==> config.mk <==
export PLATFORM = sky130hd
export DESIGN_NAME = dsp_wresp_arbiter
export DESIGN_NICKNAME = d
export VERILOG_FILES = /design/src/rtl/dsp_wresp_arbiter.sv
export SDC_FILE = /design/constraint.sdc
export NUM_CORES = 1
export LEC_CHECK = 0
export ABC_AREA = 1
export CAP_MARGIN = 20
export CORE_MARGIN = 8
export CORE_UTILIZATION = 39
export CTS_CLUSTER_SIZE = 14
export DETAILED_ROUTE_END_ITERATION = 10
export MAX_ROUTING_LAYER = met4
export PLACE_DENSITY = 0.79
export SYNTH_ARGS = -nofsm -noshare
export SYNTH_HDL_FRONTEND = slang
export SYNTH_SLANG_ARGS = --single-unit
export TNS_END_PERCENT = 20
==> constraint.sdc <==
create_clock -name ACLK_i -period 2.2 [get_ports ACLK_i]
set_input_delay 0.33 -clock ACLK_i [delete_from_list [all_inputs] [get_ports ACLK_i]]
set_output_delay 0.33 -clock ACLK_i [all_outputs]
set_load 0.02 [all_outputs]
==> src/rtl/dsp_wresp_arbiter.sv <==
// dsp_wresp_arbiter: round-robin merge of slave write responses into one registered master B slot,
// with an outstanding-write counter that stalls the master AW channel at its limit.
module dsp_wresp_arbiter #(
    parameter int SLV_AMT = 2,
    parameter int OUTSTANDING_AMT = 8,
    parameter int TRANS_MST_ID_W = 5,
    parameter int TRANS_WR_RESP_W = 2
) (
    input  logic                                 ACLK_i,
    input  logic                                 ARESETn_i,
    input  logic [TRANS_MST_ID_W*SLV_AMT-1:0]    sa_BID_i,
    input  logic [TRANS_WR_RESP_W*SLV_AMT-1:0]   sa_BRESP_i,
    input  logic [SLV_AMT-1:0]                   sa_BVALID_i,
    output logic [SLV_AMT-1:0]                   sa_BREADY_o,
    output logic [TRANS_MST_ID_W-1:0]            m_BID_o,
    output logic [TRANS_WR_RESP_W-1:0]           m_BRESP_o,
    output logic                                 m_BVALID_o,
    input  logic                                 m_BREADY_i,
    input  logic                                 AW_shift_en_i,
    output logic                                 AW_stall_o
);
    localparam int PW = SLV_AMT > 1 ? $clog2(SLV_AMT) : 1;
    localparam int CW = $clog2(OUTSTANDING_AMT + 1);
    logic [PW-1:0] rr_ptr, gnt;
    logic [CW-1:0] cnt;
    logic found, load_en, hs, m_hs;
    function automatic logic [PW-1:0] wrap(input int v);
        return PW'(v % SLV_AMT);
    endfunction
    assign load_en = ~m_BVALID_o | m_BREADY_i;
    assign m_hs = m_BVALID_o & m_BREADY_i;
    // first valid slave at or after rr_ptr, wrapping around
    always_comb begin
        gnt = '0;
        found = 1'b0;
        for (int i = 0; i < SLV_AMT; i++) begin
            if (!found && sa_BVALID_i[wrap(int'(rr_ptr) + i)]) begin
                found = 1'b1;
                gnt = wrap(int'(rr_ptr) + i);
            end
        end
    end
    assign hs = ARESETn_i & found & load_en;
    assign sa_BREADY_o = hs ? SLV_AMT'(1) << gnt : '0;
    assign AW_stall_o = cnt == CW'(OUTSTANDING_AMT);
    always_ff @(posedge ACLK_i) begin
        if (!ARESETn_i) begin
            m_BID_o <= '0;
            m_BRESP_o <= '0;
            m_BVALID_o <= 1'b0;
            rr_ptr <= '0;
            cnt <= '0;
        end else begin
            if (hs) begin
                m_BID_o <= sa_BID_i[int'(gnt)*TRANS_MST_ID_W +: TRANS_MST_ID_W];
                m_BRESP_o <= sa_BRESP_i[int'(gnt)*TRANS_WR_RESP_W +: TRANS_WR_RESP_W];
                m_BVALID_o <= 1'b1;
                rr_ptr <= wrap(int'(gnt) + 1);
            end else if (m_hs) begin
                m_BVALID_o <= 1'b0;
            end
            if (AW_shift_en_i && !m_hs && !AW_stall_o)
                cnt <= cnt + 1'b1;
            else if (m_hs && !AW_shift_en_i && cnt != '0)
                cnt <= cnt - 1'b1;
        end
    end
    no_aw_when_stalled: assert property (@(posedge ACLK_i) disable iff (!ARESETn_i) !(AW_shift_en_i && AW_stall_o));
endmodule
==> flow_results.org <==
** Placement
- After detailed placement, the total cell area comes to approximately 1000 um^2.
- In this run, placement finished with an instance count of 140.
- Total half-perimeter wirelength after legalization and detailed placement :: 1396 um
- IO Port Bufs :: 30
- Routability-driven placement finished with a final weighted congestion of 0.7904.

** Worst setup path
- The setup path with the least slack is of type reg2out.
- Reg-to-reg slack, setup :: 0.39 ns
- Worst r2r src :: cnt[0]$_SDFFE_PN0P_
- R2R depth :: 10
- Data on the critical path arrives at its endpoint at 1.61 ns.
- STA puts the critical path data required time at 1.87 ns.
- The worst setup path is captured at an output port.
- Along the worst path, the maximum fanout reaches 5.
- Endpoint of the worst-slack reg-to-reg timing path :: cnt[3]$_SDFFE_PN0P_
- STA classifies the critical path startpoint as a register.

** Power and ir drop
- Cell internal power was estimated by the tool at 0.0004411 W.
- Net switching is 31.93% of the power.
- Logic gate share of total power :: approximately a third
- Worst vdd ir :: 355.6 uV
- Standby leakage power :: 0.4513 nW
- Power density over the cells :: approximately 620 nW/um^2
- Switching pwr :: 0.0002069 W
- Clock network power share :: 22.5%
- Per report_power, the sequential group accounts for 43.7% of the total.

** Clock network
- CTS tree :: built
- Clock-pin slew was measured on the worst setup and hold paths at roughly 0.08 ns.
- Buffers inserted to repair hold after CTS numbered 0.
- Buffers inserted during post-CTS setup optimization :: 0
- Clock Root Buffer :: sky130_fd_sc_hd__clkbuf_4
- H-tree levels :: 1
- Number of buffers created by CTS :: 3
- Insertion delay to the later sink of the worst-skew pair :: 0.27 ns
- Num Clock Sinks :: 13
- Number of buffers between clock root and the deepest sink :: 2

** Min path
- Worst Hold Path Cells :: 2
- Class of the tightest hold or removal check :: reg2reg
- Capture endpoint of the worst hold path :: rr_ptr$_SDFFE_PN0P_
- The startpoint identified for the worst hold timing path is rr_ptr$_SDFFE_PN0P_.

** Layout
- After routing the design area is ~1000 um^2.
- Relative to the synthesized area, the layout overhead comes to 55.76%.
- Count of antenna diodes in the layout :: 0
- Final-stage net count :: 151
- Measured on the finished design, the core utilization comes to 62.77%.
- In the final layout, the share of cells above drive strength 1 is 12.60%.
- The finished layout holds between 100 and 150 standard cells, fillers aside.

** Synth
- Synthesized netlist cell count :: 89
- The synthesized netlist devotes 15.61% of its cell area to compound gates.
- The number of nets in the synthesized netlist is 112.
- For this run, the register share of the synthesized area comes to approximately 39%.
- After Yosys synthesis, XOR and XNOR cells account for 1.301% of the synthesized area.
- The synthesized netlist devotes around 6.7% of its cell area to adder and majority cells.
- Counting flops and latches in the post-synthesis netlist gives 13.
- Simple-gate share of the synthesized area :: 31.60%
- Count of cell types in the netlist :: 23
- Largest family of logic cells by synthesized area :: simple AND/OR/NAND/NOR gates
- Mean cell area of the mapped netlist :: approximately 7.6 um^2
- The Yosys step of the flow raised 0 warnings.
- Netlist area before placement :: 673.1 um^2
- Multiplexer fraction of the synthesized cell area :: 0%

** Global route
- The first global-routing pass estimated 2891 um of wire.
- Vias in the first global route :: between 700 and 800
- The number of antenna violations at the first check in global routing came to 0.
- Overall Global Routing Usage :: 11.15%
- Total overflow reported by the global router :: 0
- Maximum number of pins on one net before global-route repair :: 11

** Floorplan
- Number of placed I/O pins :: 31
- Number of rows in the core area :: 15
- Placeable core region :: 1670 um^2
- Initial cell density of the core :: 40.30%
- The die covers 3311 um^2.
- Chip Width :: roughly 58 um
- In this run the vertical extent of the chip is 57.55 um.

** Drt
- The pre-antenna-repair detailed-routing pass consisted of 4 iterations.
- Detail Route Antenna Nets :: 0
- The detailed router finished its first iteration with 13 violations.
- Dividing the detail-routed via count by the number of cells gives 4.910.
- Count of unresolved DRC violations after routing :: 0
- Via count :: a little over 700
- Average routed wire per standard cell :: 11.83 um
- Post-Route WL :: 1704 um

** Timing
- RSZ-0062 raised after global routing :: false
- The final number of hold-violating endpoints was 0.
- Based on the critical path, the design can be clocked at up to 0.5163 GHz.
- Between clock sinks in the finished design, the worst skew comes to roughly 0.0047 ns.
- After layout, the minimum clock period comes to 1.937 ns.
- The max-slew violation total from the final report came to 0.
- Final setup fails :: 0
- Worst-margin pin slew :: 0.2808 ns
- The worst path uses 88.03% of the clock period.
- Max-slew headroom at the worst pin :: between 80% and 90%

** Run status
- Outcome :: finished, final reports clean

** Run
- Number of violations of the max-capacitance limit :: 0
==> layer usage <==
layer | vias to the layer above | global-route usage (%) | share of wire (%)
li1 | 369 | - | -
met1 | 314 | 12.07 | 48
met2 | 22 | 17.68 | 46
met3 | 2 | 3.812 | 5.6
met4 | 0 | 5.714 | 0.59
met5 | - | - | 0
==> cell type report <==
class	count	area, um^2
fill	154	621.8
multi-input combinational	67	371.6
timing repair buffer	35	339.1
sequential	13	260.3
inverter	8	30.03
clock buffer	4	26.28
tap	17	21.27
==> power by group through the flow <==
stage | sequential [W] | combinational (W) | clock (W)
floorplan | 0.000297 | 0.000118 | 0
global placement | 0.000287 | 0.000217 | 0
detailed placement | 0.000288 | 0.000222 | 0
CTS | 0.000283 | 0.000223 | 0.000152
global route | 0.000286 | 0.000247 | 0.000166
finish | 0.000283 | 0.000219 | 0.000145
==> cells in the mapped netlist <==
cell type	instances	area, um^2
sky130_fd_sc_hd__nand3_2	1	10.01
sky130_fd_sc_hd__nand3_1	3	15.01
sky130_fd_sc_hd__buf_6	1	11.26
sky130_fd_sc_hd__o21ai_0	1	5.000
sky130_fd_sc_hd__nand2_2	2	12.51
sky130_fd_sc_hd__o21ai_2	1	8.760
sky130_fd_sc_hd__nor2_4	1	11.26
sky130_fd_sc_hd__inv_2	2	7.510
sky130_fd_sc_hd__xnor2_1	1	8.760
sky130_fd_sc_hd__dfxtp_1	13	260.3
sky130_fd_sc_hd__nor2_8	1	20.02
sky130_fd_sc_hd__a211oi_1	1	7.510
sky130_fd_sc_hd__fa_1	1	20.02
sky130_fd_sc_hd__o21ai_1	2	10.01
sky130_fd_sc_hd__a21oi_1	6	30.03
sky130_fd_sc_hd__and2_1	1	6.260
sky130_fd_sc_hd__inv_1	5	18.77
sky130_fd_sc_hd__a31oi_1	7	43.79
sky130_fd_sc_hd__ha_1	2	25.02
sky130_fd_sc_hd__clkinv_1	1	3.750
sky130_fd_sc_hd__nand2_1	30	112.6
sky130_fd_sc_hd__nand4_1	1	6.260
sky130_fd_sc_hd__nor2_1	5	18.77
==> cells by family (layout without fill, tap and decap cells) <==
group           count (synthesis)  in the layout
flops                          13             13
fa+ha+maj                       3              3
xor+xnor                        1              1
compound gates                 18             18
buf+inv                         9             47
simple gates                   45             45
==> worst max-delay path by stage <==
stage	slack, ns	start	to
after floorplan	0.50	m_BVALID_o$_SDFFE_PN0P_	cnt[3]$_SDFFE_PN0P_
after global placement	0.001	m_BREADY_i	sa_BREADY_o[0]
after detailed placement	-0.004	m_BREADY_i	sa_BREADY_o[0]
after CTS	0.001	m_BREADY_i	sa_BREADY_o[1]
after global routing	0.16	m_BREADY_i	cnt[3]$_SDFFE_PN0P_
final	0.26	cnt[0]$_SDFFE_PN0P_	AW_stall_o
==> placed cells by master (no fill, tap or decap), types with 2 or more instances in the layout <==
master,n
sky130_fd_sc_hd__a21oi_1,6
sky130_fd_sc_hd__a31oi_1,7
sky130_fd_sc_hd__buf_4,5
sky130_fd_sc_hd__clkbuf_4,3
sky130_fd_sc_hd__clkdlybuf4s50_1,28
sky130_fd_sc_hd__dfxtp_1,13
sky130_fd_sc_hd__ha_1,2
sky130_fd_sc_hd__inv_1,5
sky130_fd_sc_hd__inv_2,2
sky130_fd_sc_hd__nand2_1,30
sky130_fd_sc_hd__nand2_2,2
sky130_fd_sc_hd__nand3_1,3
sky130_fd_sc_hd__nor2_1,5
sky130_fd_sc_hd__o21ai_1,2
==> sequential cells by signal, summed over array words and instances (netlist names) <==
signal,count
cnt,4
m_BID_o,5
m_BRESP_o,2
m_BVALID_o,1
rr_ptr,1
==> stage by stage <==
step / setup WS [ns] / total power (W) / hold slack [ns] / TNS (ns)
global placement: 0.001379 / 0.0005035 / 0.4646 / 0
global route: 0.1605 / 0.0006993 / 0.5144 / 0
floorplan: 0.4953 / 0.0004149 / 0.4507 / 0
finish: 0.2633 / 0.0006480 / 0.4809 / 0
detailed placement: -0.003870 / 0.0005104 / 0.4597 / -0.003870
CTS: 0.001098 / 0.0006578 / 0.4784 / 0
==> critical path: stages, from the launching register on <==
cell and delay [ns]:
sky130_fd_sc_hd__dfxtp_1 0.37, sky130_fd_sc_hd__nor2_1 0.17, sky130_fd_sc_hd__nand2_1 0.13, sky130_fd_sc_hd__inv_1 0.07, sky130_fd_sc_hd__clkdlybuf4s50_1 0.60
==> timing repair <==
| action | CTS | global route |
|---|---|---|
| setup endpoints to repair | 1 | 1 |
| pin swaps | 0 | 0 |
| hold endpoints to repair | 0 | 0 |
| gates resized for setup | 1 | 1 |
No activity file was read; power rests on OpenSTA's default activity.
